$ cat src/rtl/playfield_renderer.sv
// rtl/playfield_renderer.sv - Tetris playfield cell store, clear sequencer and 2-stage pixel renderer
// Optional build macro: GRID_LINES_EN (grey cell-edge grid on empty cells)
module playfield_renderer #(
    parameter int COLS     = 10,
    parameter int ROWS     = 22,
    parameter int CELL_PX  = 20,
    parameter int ORIGIN_X = 220,
    parameter int ORIGIN_Y = 20
) (
    input  logic       iCLK,
    input  logic       iRST,
    input  logic [9:0] iPx,
    input  logic [9:0] iPy,
    input  logic       iWr_en,
    input  logic [3:0] iWr_col,
    input  logic [4:0] iWr_row,
    input  logic [2:0] iWr_code,
    input  logic [3:0] iRd_col,
    input  logic [4:0] iRd_row,
    output logic [2:0] oRd_code,
    input  logic       iClear,
    output logic       oBusy,
    output logic [3:0] oRed,
    output logic [3:0] oGreen,
    output logic [3:0] oBlue
);
    localparam int CELLS = COLS * ROWS;
    localparam int IW    = $clog2(CELLS);

    typedef enum logic {S_IDLE, S_CLEAR} state_t;

    state_t        r_state, w_state_nxt;
    logic [IW-1:0] r_clr_idx, w_clr_idx_nxt;
    logic          w_busy;
    logic [2:0]    r_cells [CELLS];

    always_ff @(posedge iCLK) begin
        if (iRST) begin
            r_state   <= S_CLEAR;
            r_clr_idx <= '0;
        end else begin
            r_state   <= w_state_nxt;
            r_clr_idx <= w_clr_idx_nxt;
        end
    end

    always_comb begin
        w_state_nxt   = r_state;
        w_clr_idx_nxt = r_clr_idx;
        w_busy        = 1'b0;
        case (r_state)
            S_IDLE: begin
                if (iClear) begin
                    w_state_nxt   = S_CLEAR;
                    w_clr_idx_nxt = '0;
                end
            end
            S_CLEAR: begin
                w_busy        = 1'b1;
                w_clr_idx_nxt = r_clr_idx + 1'b1;
                if (r_clr_idx == IW'(CELLS - 1)) begin
                    w_state_nxt   = S_IDLE;
                    w_clr_idx_nxt = '0;
                end
            end
            default: w_state_nxt = S_IDLE;
        endcase
    end

    assign oBusy = w_busy;

    logic          w_wr_ok, w_rd_ok;
    logic [IW-1:0] w_wr_idx, w_rd_idx;

    assign w_wr_ok  = iWr_en && !w_busy && (iWr_col < 4'(COLS)) && (iWr_row < 5'(ROWS));
    assign w_wr_idx = IW'(iWr_row) * IW'(COLS) + IW'(iWr_col);
    assign w_rd_ok  = (iRd_col < 4'(COLS)) && (iRd_row < 5'(ROWS));
    assign w_rd_idx = IW'(iRd_row) * IW'(COLS) + IW'(iRd_col);

    // The clearing sequencer owns the write port; logic writes are dropped meanwhile.
    always_ff @(posedge iCLK) begin
        if (w_busy)
            r_cells[r_clr_idx] <= 3'd0;
        else if (w_wr_ok)
            r_cells[w_wr_idx] <= iWr_code;
    end

    logic [2:0] r_rd_code;
    always_ff @(posedge iCLK) begin
        if (iRST)
            r_rd_code <= 3'd0;
        else
            r_rd_code <= w_rd_ok ? r_cells[w_rd_idx] : 3'd0;
    end
    assign oRd_code = r_rd_code;

    // Stage 1: field test and cell coordinates via compare chains instead of a divider.
    logic       w_in;
    logic [9:0] w_dx, w_dy;
    logic [3:0] w_col;
    logic [4:0] w_row;
    logic       r_s1_in;
    logic [3:0] r_s1_col;
    logic [4:0] r_s1_row;

    assign w_in = (iPx >= 10'(ORIGIN_X)) && (iPx < 10'(ORIGIN_X + COLS * CELL_PX)) &&
                  (iPy >= 10'(ORIGIN_Y)) && (iPy < 10'(ORIGIN_Y + ROWS * CELL_PX));
    assign w_dx = w_in ? (iPx - 10'(ORIGIN_X)) : 10'd0;
    assign w_dy = w_in ? (iPy - 10'(ORIGIN_Y)) : 10'd0;

    always_comb begin
        w_col = 4'd0;
        w_row = 5'd0;
        for (int k = 1; k < COLS; k++)
            if (w_dx >= 10'(k * CELL_PX)) w_col = 4'(k);
        for (int k = 1; k < ROWS; k++)
            if (w_dy >= 10'(k * CELL_PX)) w_row = 5'(k);
    end

`ifdef GRID_LINES_EN
    logic w_edge, r_s1_edge;
    always_comb begin
        w_edge = 1'b0;
        for (int k = 0; k < COLS; k++)
            if (w_dx == 10'(k * CELL_PX)) w_edge = 1'b1;
        for (int k = 0; k < ROWS; k++)
            if (w_dy == 10'(k * CELL_PX)) w_edge = 1'b1;
    end
    always_ff @(posedge iCLK) begin
        if (iRST) r_s1_edge <= 1'b0;
        else      r_s1_edge <= w_edge;
    end
`endif

    always_ff @(posedge iCLK) begin
        if (iRST) begin
            r_s1_in  <= 1'b0;
            r_s1_col <= 4'd0;
            r_s1_row <= 5'd0;
        end else begin
            r_s1_in  <= w_in;
            r_s1_col <= w_col;
            r_s1_row <= w_row;
        end
    end

    function automatic logic [11:0] palette(input logic [2:0] code);
        case (code)
            3'd1:    palette = 12'h0FF;
            3'd2:    palette = 12'hFF0;
            3'd3:    palette = 12'hA0F;
            3'd4:    palette = 12'h0F0;
            3'd5:    palette = 12'hF00;
            3'd6:    palette = 12'h00F;
            3'd7:    palette = 12'hFA0;
            default: palette = 12'h000;
        endcase
    endfunction

    // Stage 2: the cell lookup sees any write committed on the edge that loaded stage 1.
    logic [IW-1:0] w_rnd_idx;
    logic [2:0]    w_rnd_code;
    logic [11:0]   w_rgb;
    logic [11:0]   r_rgb;

    assign w_rnd_idx  = IW'(r_s1_row) * IW'(COLS) + IW'(r_s1_col);
    assign w_rnd_code = r_cells[w_rnd_idx];

    always_comb begin
        w_rgb = 12'h000;
        if (r_s1_in) begin
            w_rgb = palette(w_rnd_code);
`ifdef GRID_LINES_EN
            if (w_rnd_code == 3'd0 && r_s1_edge) w_rgb = 12'h444;
`endif
        end
    end

    always_ff @(posedge iCLK) begin
        if (iRST) r_rgb <= 12'h000;
        else      r_rgb <= w_rgb;
    end

    assign oRed   = r_rgb[11:8];
    assign oGreen = r_rgb[7:4];
    assign oBlue  = r_rgb[3:0];
endmodule

$ cat config.mk
export PLATFORM = sky130hd
export DESIGN_NAME = playfield_renderer
export DESIGN_NICKNAME = d
export VERILOG_FILES = /design/src/rtl/playfield_renderer.sv
export SDC_FILE = /design/constraint.sdc
export NUM_CORES = 1
export LEC_CHECK = 0
export BUFFER_PORTS_ARGS = -buffer_cell sky130_fd_sc_hd__buf_2
export CAP_MARGIN = 20
export CORE_ASPECT_RATIO = 1.5
export CORE_UTILIZATION = 35
export DETAILED_ROUTE_END_ITERATION = 16
export GPL_TIMING_DRIVEN = 0
export SKIP_LAST_GASP = 1
export SYNTH_ARGS = -nofsm -noshare
export SYNTH_HDL_FRONTEND = slang
export SYNTH_SLANG_ARGS = --single-unit
export TNS_END_PERCENT = 10
$ cat constraint.sdc
create_clock -name iCLK -period 11.5 [get_ports iCLK]
set_clock_uncertainty 0.1 [all_clocks]
set_input_delay 1.15 -clock iCLK [delete_from_list [all_inputs] [get_ports iCLK]]
set_output_delay 1.15 -clock iCLK [all_outputs]
set_load 0.1 [all_outputs]
==> impl_results.md <==
* Cts bufs inserted at 59
* Yosys warns at 0
* Asr flop ratio synth at 0
* Dpl hpwl at 96,800 µm
* Initial core utilization at 0.353
* Total GRT Usage at 0.258
* Final Setup Violations at 0
* Most frequent CP cell: buf_2
* Total setup buffers inserted after CTS at 0
* Crit path time final at 6.30 ns
* Clock buffer depth at 3
* Crit-path max cell delay at 0.77 ns
* Placer Congestion at 0.984
* Commonest non-fill, non-tap cells in the layout: edfxtp_1, mux4_2, nor2_1
* Crit path kind: flop to flop
* I/O Pins at 61
* GRT overflow at 0
* Internal power at 4000 µW
* Commonest non-fill, non-tap cell in the layout: edfxtp_1
* Tcrit/Tclk final at 0.548
* Dominant cell type by area after synthesis: edfxtp_1
* Worst reg2reg startpoint: r_s1_col[1]
* Yosys reg bits at 687
* Tightest Pin Transition at 1.39 ns
* Area Overhead vs Synth at 13.3%
* Net Sw Power at 1430 µW
* R2r setup slk at 5.20 ns
* First-pass GRT wire length at 179,000 µm
* Flop pwr share at 0.499
* DR top layer: met5
* Syn_area_per_cell at 16.6 µm²
* Worst Path Buf+Inv at 5
* CTS tree: done
* Critical-path top delay cell: buf_1
* Leakage power at 0.0135 µW
* Library cells used by synthesis at 76
* Switching portion of total power at 0.263
* Initial antenna violation count at 3
* Relative slew slack at 0.0719
* Worst Setup End Kind: flop
* Final slew viol count at 0
* Chip width at 259 µm
* Ant diodes at 0
* Combinational fraction of design power at 0.128
* Max-Cap Viols at 0
* Synth Cell Area at 34,800 µm²
* Routed wire length at 129,000 µm
* Hold WC Path Type: flop to flop
* Fmax at 159 MHz
* Die span in y at 388 µm
* Vias at 22,884
* Nets at 2,345
* Worst hold endpoint: r_clr_idx[0]
* Power per cell area at 138 nW/µm²
* Max VDD drop at 0.123 mV
* Row count at 141
* Synthesized netlist cell count at 2,098
* Number of synthesized flops with an enable pin at 660
* Via density at 6.36
* TritonRoute pass-1 iters at 5
* Worst setup path startpoint: r_s1_col[1]
* Core area at 98,400 µm²
* DR WL met3 at 10,900 µm
* Critical-path cell list: ha_1, fa_1, clkbuf_1, buf_8, buf_2, buf_1, buf_2, nand2_1, a311oi_1, o21ai_0, o311ai_0, nand4_1, or3_1, a21oi_1
* CTS root buffer: clkbuf_16
* Final Hold Slack at 0.421 ns
* Crit-path max FO at 10
* WP depth at 14
* Status: finished, final reports clean
* Non-Filler Instances at 3,599
* Critical Path AT at 6.80 ns
* Skew-Pair Late Insertion Delay at 0.69 ns
* Final Hold Vio Count at 0
* CP top delay family: buffers and inverters
* M1 WL at 40,400 µm
* Largest net degree at the start of global routing at 46
* Clock power frac at 0.373
* Post-cts repair resize count at 0
* Setup crit start kind: flop
* Share of layout cells above drive strength 1 at 0.279
* CTS clk-pin slew, worst paths at 0.07 ns
* Sequential area share after synthesis at 0.586
* Port-buffer cells at 55
* Placed Cells at 3,486
* Critical Path RT at 11.99 ns
* Synth Net Count at 2,182
* Reg2reg path depth at 14
* Initial DRC count at 2,604
* Drc violations at 0
* Reg-to-reg endpoint: r_rgb[3]
* Clock H-tree levels at 2
* CTS Hold Bufs at 0
* DR WL met2 at 63,900 µm
* WHS Path Cells at 2
* Synth top area share at 0.570
* DIE AREA at 101,000 µm²
* Vias in the first global route at 23,641
* Worst hold start: r_clr_idx[0]
* Ranking of synthesized cells by area: edfxtp_1, mux4_2, nor2_1, mux2i_1, dfxtp_1
* Clock sink count at 687
* RSZ-0062 raised after global routing: no
* DRT antenna net count at 0
* Ys flop type: edfxtp_1
* Routed len/inst at 36.0 µm
==> final cells by class <==
type                       instances  area, µm²
timing repair buffer             102       1090
fill                            8988      59100
sequential                       687      20400
buffer                           157        787
inverter                          17       63.8
clock inverter                    37        322
clock buffer                      75       1560
multi-input combinational       1237      13600
tap                             1287       1610
==> stage by stage <==
step	setup WS, ns	cell area [µm²]	TNS [ns]	power, µW	utilization
finish	5.20	39400	0	5430	0.400
global route	5.28	39400	0	5520	0.400
CTS	5.55	39400	0	5410	0.400
detailed placement	4.84	37500	0	3440	0.381
global placement	-3.25	36600	-1989.94	3410	0.372
floorplan	3.22	34800	0	3140	-
==> cell families after synthesis <==
group,share of synthesized area
XOR/XNOR,0.00882
flip-flops,0.586
buffers and inverters,0.0243
AO/OA/AOI/OAI,0.0435
AND/OR/NAND/NOR,0.0617
adder cells (fa/ha/maj),0.0156
multiplexers,0.260
==> worst min-delay path, delay by kind of cell, from the launching register on <==
kind	cells	cell delay (ns)
flip-flops	1	0.34
AND/OR/NAND/NOR	1	0.07
AO/OA/AOI/OAI	1	0.06
==> how the worst max path moves through the flow <==
| stage | endpoint | slack [ns] |
|---|---|---|
| final | r_rgb[3] | 5.20 |
| after global routing | r_rgb[7] | 5.28 |
| after CTS | oRd_code[2] | 5.55 |
| after detailed placement | oRd_code[2] | 4.84 |
| after global placement | r_cells[174][0] | -3.25 |
| after floorplan | r_cells[0][0] | 3.22 |
==> registers in the layout, indices dropped and copies added (netlist names) <==
name	count
r_s1_in	1
r_rgb	5
r_clr_idx	8
oRd_code	3
r_state	1
r_s1_col	4
r_s1_row	5
r_cells	660
==> synthesized netlist by cell type (3+ instances only) <==
cell type	count
edfxtp_1	660
mux4_2	366
nor2_1	276
nand2_1	125
clkbuf_1	76
mux2i_1	70
o21ai_0	43
a21oi_1	42
buf_2	35
ha_1	33
dfxtp_1	27
xnor2_1	23
nand3_1	20
buf_1	19
buf_4	16
inv_1	16
a221oi_1	14
nor2b_1	13
xor2_1	12
a211oi_1	11
nand2b_1	11
a221o_1	10
buf_6	10
nand4_1	10
a311oi_1	9
a31oi_1	9
mux2_2	9
a21o_1	8
and3_1	8
nor3_1	8
nand3b_1	7
a22oi_1	6
fa_1	6
o211ai_1	6
o21ai_1	6
o31ai_1	6
and2_1	5
o211a_1	5
o32ai_1	4
or3_1	4
or4_1	4
nor4_1	3
o41ai_1	3
or3b_2	3
==> routing by layer <==
| metal | vias up | track usage |
|---|---|---|
| met3 | 519 | 0.0571 |
| met5 | - | 0 |
| met2 | 1571 | 0.430 |
| li1 | 8921 | - |
| met1 | 11869 | 0.267 |
| met4 | 4 | 0.238 |
==> power by group through the flow <==
stage,registers [µW],clock network (µW),logic [µW]
2_1_floorplan,2780,0,369
3_3_place_gp,2760,0,644
3_5_place_dp,2760,0,676
4_1_cts,2710,2020,678
5_1_grt,2710,2110,706
6_report,2710,2020,697
Note: power is estimated with default switching activity, not from simulation.
